### config.mk
export PLATFORM = sky130hd
export DESIGN_NAME = mux
export DESIGN_NICKNAME = d
export VERILOG_FILES = /design/src/rtl/mux.sv
export SDC_FILE = /design/constraint.sdc
export NUM_CORES = 1
export LEC_CHECK = 0
export BUFFER_PORTS_ARGS = -buffer_cell sky130_fd_sc_hd__buf_2
export CAP_MARGIN = 20
export CORE_MARGIN = 4
export CORE_UTILIZATION = 34
export CTS_CLUSTER_SIZE = 10
export DETAILED_ROUTE_END_ITERATION = 8
export PLACE_DENSITY = 0.62
export SLEW_MARGIN = 25
export SYNTH_ARGS = -nofsm -noshare
export SYNTH_HDL_FRONTEND = slang
export SYNTH_SLANG_ARGS = --single-unit
### constraint.sdc
create_clock -name clk -period 3.69 [get_ports clk]
set_input_delay 0.5535 -clock clk [delete_from_list [all_inputs] [get_ports clk]]
set_output_delay 0.5535 -clock clk [all_outputs]
set_load 0.05 [all_outputs]
### src/rtl/mux.sv
// Two-way WIDTH-bit selector with a clocked select-activity monitor.
// Define MUX_OUT_REG_EN to register the data path (1-cycle latency).
module mux #(
  parameter int WIDTH = 1,
  parameter int CNT_W = 8
) (
  input  logic               clk,
  input  logic               rst,
  input  logic [2*WIDTH-1:0] in,
  input  logic               s,
  output logic [WIDTH-1:0]   out,
  output logic               sel_q,
  output logic [CNT_W-1:0]   sel_changes
);

  logic [WIDTH-1:0] w_sel;
  logic             w_change;
  logic             w_sat;
  logic             r_sel_q;
  logic [CNT_W-1:0] r_cnt;

  assign w_sel    = s ? in[2*WIDTH-1:WIDTH] : in[WIDTH-1:0];
  assign w_change = (s != r_sel_q);
  assign w_sat    = &r_cnt;

  // Only sampled select values count; the counter holds at all-ones.
  always_ff @(posedge clk) begin
    if (rst) begin
      r_sel_q <= 1'b0;
      r_cnt   <= '0;
    end else begin
      r_sel_q <= s;
      if (w_change && !w_sat)
        r_cnt <= r_cnt + 1'b1;
    end
  end

  assign sel_q       = r_sel_q;
  assign sel_changes = r_cnt;

`ifdef MUX_OUT_REG_EN
  logic [WIDTH-1:0] r_out;

  always_ff @(posedge clk) begin
    if (rst)
      r_out <= '0;
    else
      r_out <= w_sel;
  end

  assign out = r_out;
`else
  assign out = w_sel;
`endif

endmodule

After elaboration in Yosys (flattened, before gate mapping)
Cells that the tools add are included.

cells by class
  add/sub/neg operators = 1
  equal/unequal tests = 1
  muxes and demuxes = 1
  reduce and logical (&&, ||, !) cells = 3

operators with widths
  cell                                                           number
  8-bit by 1-bit adder with 8-bit output, second input constant  1
  8-bit AND reduction                                            1
  1-bit logical AND                                              1
  1-bit logical NOT                                              1
  1-bit two-way mux                                              1
  1-bit != test                                                  1

word-level totals
  bits in registers = 9
  bits of input ports = 5
  output and inout bits = 10
  word-level logic and storage cells = 8

Depth between registers and ports, before layout
  word-level depth = 3
  mapped depth = 4

Least setup slack after synthesis
OpenSTA, ideal clock, no wires.

  path type = reg-to-reg
  start point = register r_cnt[0] (netlist: sel_changes[0])
  end point = register r_cnt[4] (netlist: sel_changes[4])
  setup time = 123 ps
  arrival = 1733 ps
  data required time = 3567 ps
  setup slack = 1833 ps
  cell stages (with the launch flop) = 5
  buffers on the path = 0
  clock period less this slack = 1857 ps
  cell sequence = dfxtp_1 > ha_1 > nand2_1 > a2111oi_2 > mux2_1

between the ends
  cells in the longest elaborated chain, start to end = 3

RTL lines
  item                                                                            line  source
  from (decl)                                                                     20    logic [CNT_W-1:0] r_cnt;
  from (signal assigned)                                                          34    r_cnt <= r_cnt + 1'b1;
  branches (longest 3 deep; another with 8-bit by 1-bit adder with 8-bit output)  -

Several ways; the timed one is not identified.
A chain may end at the register's enable or synchronous reset.

Worst setup path after layout
  start point = input port s
  end point = output port out

between the ends
  cells in the longest elaborated chain, start to end = 1

RTL lines
  item               line  source
  from (decl)        10    input logic s,
  1-bit two-way mux  22    assign w_sel = s ? in[2*WIDTH-1:WIDTH] : in[WIDTH-1:0];
  to (decl)          11    output logic [WIDTH-1:0] out,

Every way passes these cells.

==> flow_metrics.py <==
metrics = {
    "status": {
        "outcome": "finished clean",
    },
    "place": {
        "port_buffers": 14,
        "dp_hpwl_um": 751,
        "pre_cts_slack_ns": 1.93,
        "placed_cell_area_um2": 559,
        "finalWeightedCongestion": 0.739,
    },
    "synthesis": {
        "synth_warnings": 0,
        "synth_edf_count": 0,
        "synth-seq-cells": 9,
        "syn_area_per_cell_um2": 9.48,
        "synth_cells": 50,
        "syn-cell-area_um2": 474,
        "async_flop_share_pct": 0,
        "syn-num-nets": 56,
        "synthFlopType": "dfxtp_1",
        "ys_types": 25,
        "yosysSeqAreaShare_pct": 38.0,
    },
    "floorplan": {
        "start_util_pct": 36.4,
        "die_width_um": 45.3,
        "top_level_ports": 15,
        "core_um2": 1300,
        "fp-row-count": 13,
        "dieArea_um2": 2060,
        "dieHeight_um": 45.3,
    },
    "route": {
        "vias_per_cell": 5.34,
        "antenna_left": 0,
        "drt_first_iter_violations": 13,
        "drc": 0,
        "routed_wl_um": 1010,
        "drtPass1Iterations": 5,
        "vias": 438,
        "wl_per_cell_um": 12.3,
    },
    "setup_path": {
        "startpoint_type": "primary input",
        "crit_required_ns": 3.14,
        "r2r-start": "sel_changes[0]",
        "ff2ff_setup_slack_ns": 2.13,
        "r2r_cells": 4,
        "criticalPathCategory": "primary input to output pin",
        "cp.arrival_ns": 1.21,
        "cp-end-kind": "output pin",
        "worstReg2RegEnd": "sel_changes[4]",
        "cp_max_fo": 4,
    },
    "global_route": {
        "antenna_found_initial": 0,
        "grt_pass1_vias": 403,
        "track_usage_pct": 11.7,
        "grt_pass1_wl_um": 1730,
        "grt_start_max_net_pins": 13,
        "grt-ovfl-total": 0,
    },
    "sta": {
        "fin_crit_ns": 1.76,
        "clock_skew_ns": 0.00553,
        "finalSetupTns_ns": 0,
        "rsz0062_at_grt": "no",
        "setup_viol_count_final": 0,
        "slew_headroom_pct": 69.0,
        "worst_pin_slew_ns": 0.462,
        "post-route-period-util_pct": 47.7,
        "hold_ws_ns": 0.516,
        "fmax_mhz": 568,
        "slew_viol_final": 0,
        "hold_viol": 0,
        "fin_ws_ns": 1.93,
    },
    "cells_and_area": {
        "stdcell_area_um2": 586,
        "fin_nets": 74,
        "insertedDiodeCount": 0,
        "area_delta_synth_final_pct": 23.5,
        "layout-drive-gt1-share_pct": 31.3,
    },
    "worst_hold_path": {
        "min_path_type": "register to register",
        "holdPathEnd": "sel_changes[1]",
        "hold_start": "sel_changes[1]",
        "hold-path-cell-count": 2,
    },
    "clock_tree": {
        "tritoncts": "yes",
        "h-tree-depth": 1,
        "cts.path.max_buffers": 2,
        "post-cts-setup-buffer-count": 0,
        "clkLatencyLatePin_ns": 0.26,
        "clkTransAtPathRegs_ns": 0.06,
        "cts_buffers": 3,
        "cts_sinks": 9,
        "root_buffer": "clkbuf_4",
        "cts_resized": 0,
        "cts_hold_buf": 0,
    },
    "power": {
        "power_density_nw_per_um2": 378,
        "power.leakage_nw": 0.252,
        "peakVddDrop_v": 0.000262,
    },
    "flow_run": {
        "cap_violations": 0,
    },
}
==> logic make-up after synthesis <==
kind of cell,count (synthesis),synth area share [%]
and+or+nand+nor,20,23.7
muxes,4,9.23
AOI/OAI and AO/OA,12,21.1
xor gates and xnor gates,2,3.69
adders and majority gates,1,2.64
DFF,9,38.0
buffers and inverters,2,1.58
==> cells in the mapped netlist, types with 2 or more instances <==
cell | instances | share of area [%]
nand2b_1 | 2 | 2.6
a41oi_1 | 2 | 3.7
nor2b_1 | 4 | 5.3
a311oi_1 | 3 | 5.5
mux2_1 | 3 | 7.1
nand2_1 | 3 | 2.4
and3_1 | 3 | 4.0
dfxtp_1 | 9 | 38
nor2_1 | 4 | 3.2
a21oi_1 | 2 | 2.1
==> flip-flops by register name, indices dropped and copies added (netlist names) <==
name,count
sel_changes,8
sel_q,1
==> cell type report <==
cell class	instances	area, um^2
Clock buffer	4	26.3
Fill cell	138	716
Inverter	1	3.75
Multi-Input combinational cell	39	287
Sequential cell	9	180
Tap cell	15	18.8
Timing Repair Buffer	14	70.1
==> layer usage <==
metal  vias to the layer above  GRT usage [%]  wire (um)
li1                        224              -          -
met5                         -              0          0
met1                       203           15.3        488
met3                         0           7.17         69
met4                         0           1.75          0
met2                        11           16.7        449
==> through the flow <==
stage	instances	power [mW]	utilization, %
2_1_floorplan	50	0.138	-
3_3_place_gp	78	0.148	43.0
3_5_place_dp	78	0.148	43.0
4_1_cts	82	0.225	45.0
5_1_grt	82	0.235	45.0
6_report	82	0.221	45.0
==> cells in the final DEF (no fill, tap or decap), drive strengths merged <==
| cell | synthesis | final |
|---|---|---|
| mux2i | 1 | 1 |
| xnor2 | 1 | 1 |
| a31oi | 1 | 1 |
| a211oi | 1 | 1 |
| nand2b | 2 | 2 |
| ha | 1 | 1 |
| dfxtp | 9 | 9 |
| nand3 | 1 | 1 |
| and4 | 1 | 1 |
| a311oi | 3 | 3 |
| nand2 | 3 | 3 |
| clkbuf | 1 | 4 |
| mux2 | 3 | 3 |
| and3 | 3 | 3 |
| a2111oi | 2 | 2 |
| nor2 | 4 | 4 |
| nor2b | 5 | 5 |
| inv | 1 | 1 |
| xor2 | 1 | 1 |
| a41oi | 2 | 2 |
| nor3 | 1 | 1 |
| buf | 0 | 14 |
| a21oi | 3 | 3 |
==> report_power, final <==
group	switching, mW	total (mW)	internal, mW	leakage, nW
Sequential	0.00459	0.106	0.101	0.0732
Clock	0.0339	0.0756	0.0417	0.0150
Combinational	0.0282	0.0402	0.0120	0.164
==> how the worst max path moves through the flow <==
stage	slack (ns)	endpoint	startpoint
2_1_floorplan	1.83	sel_changes[4]	sel_changes[0]
3_3_place_gp	1.94	out	s
3_5_place_dp	1.93	out	s
4_1_cts	1.93	out	s
5_1_grt	1.91	out	s
6_report	1.93	out	s
==> critical path, stage by stage <==
cell    delay, ns
buf_2        0.13
mux2_1       0.31
buf_2        0.21
Power figures use the tool's default switching activity.
